## src/rtl/quad_step_decoder.sv

```systemverilog
// Quadrature A/B decoder: 2-flop synchronizer, joint 2-bit persistence filter,
// and a Gray-code step decoder that emits single-cycle up/down/err pulses.
module quad_step_decoder #(
  parameter int unsigned FILT = 4
) (
  input  logic clk,
  input  logic rst,
  input  logic a_in,
  input  logic b_in,
  output logic up,
  output logic down,
  output logic err,
  output logic dir,
  output logic dbg_state_o
);

  typedef enum logic {
    UNPRIMED = 1'b0,
    TRACK    = 1'b1
  } state_e;

  localparam int unsigned CW = 8;
  localparam logic [CW-1:0] FILT_C = CW'(FILT);

  logic          a_meta_q, a_sync_q;
  logic          b_meta_q, b_sync_q;
  logic [1:0]    prime_q, prime_d;
  logic [1:0]    cand_q, cand_d;
  logic [CW-1:0] cnt_q, cnt_d;
  logic [1:0]    f_q, f_d;
  logic [1:0]    prev_q, prev_d;
  logic          chg_q, chg_d;
  state_e        state_q, state_d;
  logic          up_q, up_d;
  logic          down_q, down_d;
  logic          err_q, err_d;
  logic          dir_q, dir_d;

  logic [1:0]    s;
  logic          accept;
  logic [1:0]    step;

  // Position of a Gray code along the forward sequence 00,01,11,10.
  function automatic logic [1:0] gray_idx(input logic [1:0] g);
    return {g[1], g[1] ^ g[0]};
  endfunction

  assign s = {a_sync_q, b_sync_q};

  // prime_q masks the two edges after reset where the synchronizer still holds
  // its reset value, so those samples never count toward a filter value.
  always_comb begin
    prime_d = {prime_q[0], 1'b1};
    cand_d  = cand_q;
    cnt_d   = cnt_q;
    if (prime_q[1]) begin
      if (s != cand_q) begin
        cand_d = s;
        cnt_d  = CW'(1);
      end else if (cnt_q < FILT_C) begin
        cnt_d = cnt_q + CW'(1);
      end
    end

    accept = prime_q[1] && (cnt_d >= FILT_C) &&
             ((state_q == UNPRIMED) || (s != f_q));

    f_d     = f_q;
    prev_d  = prev_q;
    state_d = state_q;
    chg_d   = 1'b0;
    if (accept) begin
      f_d     = s;
      prev_d  = f_q;
      chg_d   = (state_q == TRACK);
      state_d = TRACK;
    end

    // Decode one cycle after f changes so the pulse is fully registered.
    step   = gray_idx(f_q) - gray_idx(prev_q);
    up_d   = chg_q && (step == 2'd1);
    down_d = chg_q && (step == 2'd3);
    err_d  = chg_q && (step == 2'd2);
    dir_d  = dir_q;
    if (up_d) begin
      dir_d = 1'b1;
    end else if (down_d) begin
      dir_d = 1'b0;
    end
  end

  always_ff @(posedge clk or negedge rst) begin
    if (!rst) begin
      a_meta_q <= 1'b0;
      a_sync_q <= 1'b0;
      b_meta_q <= 1'b0;
      b_sync_q <= 1'b0;
      prime_q  <= 2'b00;
      cand_q   <= 2'b00;
      cnt_q    <= '0;
      f_q      <= 2'b00;
      prev_q   <= 2'b00;
      chg_q    <= 1'b0;
      state_q  <= UNPRIMED;
      up_q     <= 1'b0;
      down_q   <= 1'b0;
      err_q    <= 1'b0;
      dir_q    <= 1'b0;
    end else begin
      a_meta_q <= a_in;
      a_sync_q <= a_meta_q;
      b_meta_q <= b_in;
      b_sync_q <= b_meta_q;
      prime_q  <= prime_d;
      cand_q   <= cand_d;
      cnt_q    <= cnt_d;
      f_q      <= f_d;
      prev_q   <= prev_d;
      chg_q    <= chg_d;
      state_q  <= state_d;
      up_q     <= up_d;
      down_q   <= down_d;
      err_q    <= err_d;
      dir_q    <= dir_d;
    end
  end

  assign up          = up_q;
  assign down        = down_q;
  assign err         = err_q;
  assign dir         = dir_q;
  assign dbg_state_o = state_q;

endmodule

```

## config.mk

```make
export PLATFORM = sky130hd
export DESIGN_NAME = quad_step_decoder
export DESIGN_NICKNAME = d
export VERILOG_FILES = /design/src/rtl/quad_step_decoder.sv
export SDC_FILE = /design/constraint.sdc
export NUM_CORES = 1
export LEC_CHECK = 0
export CORE_AREA = 5 5 51 53
export DETAILED_ROUTE_END_ITERATION = 10
export DIE_AREA = 0 0 56 58
export GPL_ROUTABILITY_DRIVEN = 0
export PLACE_DENSITY = 0.72
export SLEW_MARGIN = 10
export SYNTH_ARGS = -nofsm -noshare
export SYNTH_HDL_FRONTEND = slang
export SYNTH_SLANG_ARGS = --single-unit
```

## constraint.sdc

```tcl
create_clock -name clk -period 1.9 [get_ports clk]
set_input_delay 0.285 -clock clk [delete_from_list [all_inputs] [get_ports clk]]
set_output_delay 0.285 -clock clk [all_outputs]
set_load 0.005 [all_outputs]
```

==> results.py <==
metrics = {
    "status": {
        "status": "complete, no violations",
    },
    "clock_network": {
        "cts_tree": "done",
        "clk_pin_slew_worst_paths_ns": 0.14,
        "htreeDepth": 1,
        "clkSinkCount": 26,
        "cts_inserted_buffers": 3,
        "cts-resized-gates": 0,
        "clk_path_buf_depth": 2,
        "cts-root-buf": "clkbuf_4",
        "post_cts_buffers": 0,
        "hold_buffers": 0,
        "clkLatencyLatePin_ns": 0.32,
    },
    "floorplan": {
        "coreArea_um2": 2110,
        "die_y_um": 58,
        "die_w_um": 56,
        "die_area_um2": 3250,
        "pin_count": 9,
        "num_rows": 17,
        "initial_core_util": 0.504,
    },
    "synthesis": {
        "ys_ff_latch": 26,
        "synth_area_leaders": "dfrtp_1 (61%), xnor2_1 (5.8%), mux2_4 (5.7%), and2_1 (2.9%), ha_1 (2.4%)",
        "syn_area_per_cell_um2": 14.0,
        "synth_cells": 76,
        "syn-cell-area_um2": 1060,
        "netlist-cell-type-count": 25,
        "synth_top_cell_area_share": 0.613,
        "syn-num-nets": 82,
        "synth-seq-area-share": 0.613,
        "yosys.area.top_type": "dfrtp_1",
        "yosysWarnings": 0,
    },
    "global_route": {
        "grtUsageTotal": 0.0994,
        "antenna_found_initial": 0,
        "grt_pass1_vias": 602,
        "grt_overflow": 0,
        "grt_max_degree": 27,
        "grt_pass1_wl_um": 2540,
    },
    "critical_path": {
        "crit_path_cell_trace": "xnor2_1 > ha_1 > xnor2_1 > xnor2_1 > nor2b_1 > a21oi_1",
        "critPathMaxFanout": 5,
        "arrival_ns": 1.77,
        "slowest_delay_ns": 0.48,
        "end_kind": "flop",
        "crit_buf_inv": 0,
        "worstPathRequired_ns": 2.12,
        "crit_type": "reg -> reg",
        "critPathTopFamily": "XOR/XNOR gates",
        "cpMostUsedCell": "xnor2_1",
        "cpMaxStageDelayCell": "dfrtp_1",
        "critPathLaunchType": "flop",
    },
    "timing": {
        "hold_slack_ns": 0.313,
        "setup_slack_ns": 0.346,
        "rsz0062_at_grt": "false",
        "period_share": 0.818,
        "min_period_ns": 1.55,
        "finalSetupViolCount": 0,
        "fmax_ghz": 0.644,
        "finalSetupTns_ns": 0,
        "hold_viol_final": 0,
        "slew_viol_final": 0,
        "fin_worst_skew_ns": 0.00255,
    },
    "drt": {
        "firstDrtPassIters": 4,
        "detail-route-antenna-nets": 0,
        "wl_um": 1410,
        "num_vias": 561,
        "drc": 0,
        "drt_iter0_markers": 2,
        "vias_per_cell": 4.84,
        "wire_per_inst_um": 12.1,
    },
    "finish": {
        "fin_area_um2": 1210,
        "area_delta_synth_final_pct": 14.5,
        "num-nets-final": 95,
        "final_common_cell": "dfrtp_1",
        "diodes": 0,
        "drive_gt1_frac": 0.193,
        "final_core_util": 0.577,
        "layout_common_cells": "dfrtp_1 (26), clkdlybuf4s50_1 (8), xnor2_1 (7)",
    },
    "placement": {
        "post_dp_cell_area_um2": 1180,
        "io_buffers": 8,
        "pre_cts_slack_ns": 0.364,
        "dpl.hpwl_um": 1020,
    },
    "power": {
        "power.density_nw_per_um2": 1200,
        "ir_drop_mv": 0.615,
        "p_leak_nw": 0.579,
    },
    "worst_hold_path": {
        "hold_class": "in -> async",
    },
    "flow_run": {
        "maxCapViolCount": 0,
    },
}
worst paths after layout:
kind                            depth (start not counted)    endpoint       start  slack (ns)
worst max-delay path                                    6         dir      f_q[1]        0.35
worst min-delay path                                    2      f_q[1]         rst        0.31
worst max register to register                          6         dir      f_q[1]        0.35
worst min register to register                          0  prime_q[1]  prime_q[0]        0.36
max in group asynchronous                               2    cnt_q[1]         rst        1.35
min in group clk                                        0  prime_q[1]  prime_q[0]        0.36
registers in the layout, summed over array words and instances, names as in the netlist, 2 cells and up:
signal and count:
prev_q 2, f_q 2, cand_q 2, prime_q 2, cnt_q 8
metal layers:
metal	global-route usage	wire, µm
met5	0	0
met4	0.0305	17
met3	0.0379	69
met2	0.160	638
met1	0.125	683
power breakdown:
group          switching, mW  internal [mW]  total (mW)
sequential            0.0889          0.647       0.736
combinational          0.183          0.266       0.449
clock                  0.160          0.117       0.277
total                  0.432           1.03        1.46
cell families (layout without fill, tap and decap cells):
family,count (synthesis),after routing,synth area share
buffers and inverters,2,14,0.00825
multiplexers,7,7,0.0873
AND/OR/NAND/NOR,25,25,0.170
XOR/XNOR,9,9,0.0743
AO/OA/AOI/OAI,4,4,0.0200
adder cells (fa/ha/maj),2,2,0.0236
other,1,1,0.00353
flip-flops,26,26,0.613
cell usage after synthesis, drive strengths merged:
library cell,number
a21oi,3
a31oi,1
and2,5
and3,2
buf,1
conb,1
dfrtp,26
ha,2
inv,1
mux2,6
mux2i,1
nand2,4
nand2b,1
nand3,4
nand3b,1
nor2,4
nor2b,2
nor4,1
or2,1
xnor2,7
xor2,2
worst register-to-register path: cells and delay by family, from the launching register on:
| family | cells | cell delay [ns] |
|---|---|---|
| flip-flops | 1 | 0.48 |
| XOR/XNOR | 3 | 0.52 |
| adder cells (fa/ha/maj) | 1 | 0.21 |
| AND/OR/NAND/NOR | 1 | 0.19 |
| AO/OA/AOI/OAI | 1 | 0.05 |
layout make-up:
class                   instances  area [µm²]
clock buffers                   4        36.3
fillers                       180         891
inverters                       1        3.75
multi-input cells              48         402
flip-flops and latches         26         651
well taps                      28        35.0
repair buffers                  9        87.6
through the flow:
step	cells	power (mW)
after CTS	116	1.48
after floorplan	76	1.07
after detailed placement	112	1.20
after global placement	112	1.18
final	116	1.46
after global routing	116	1.56
Power figures use the tool's default switching activity.
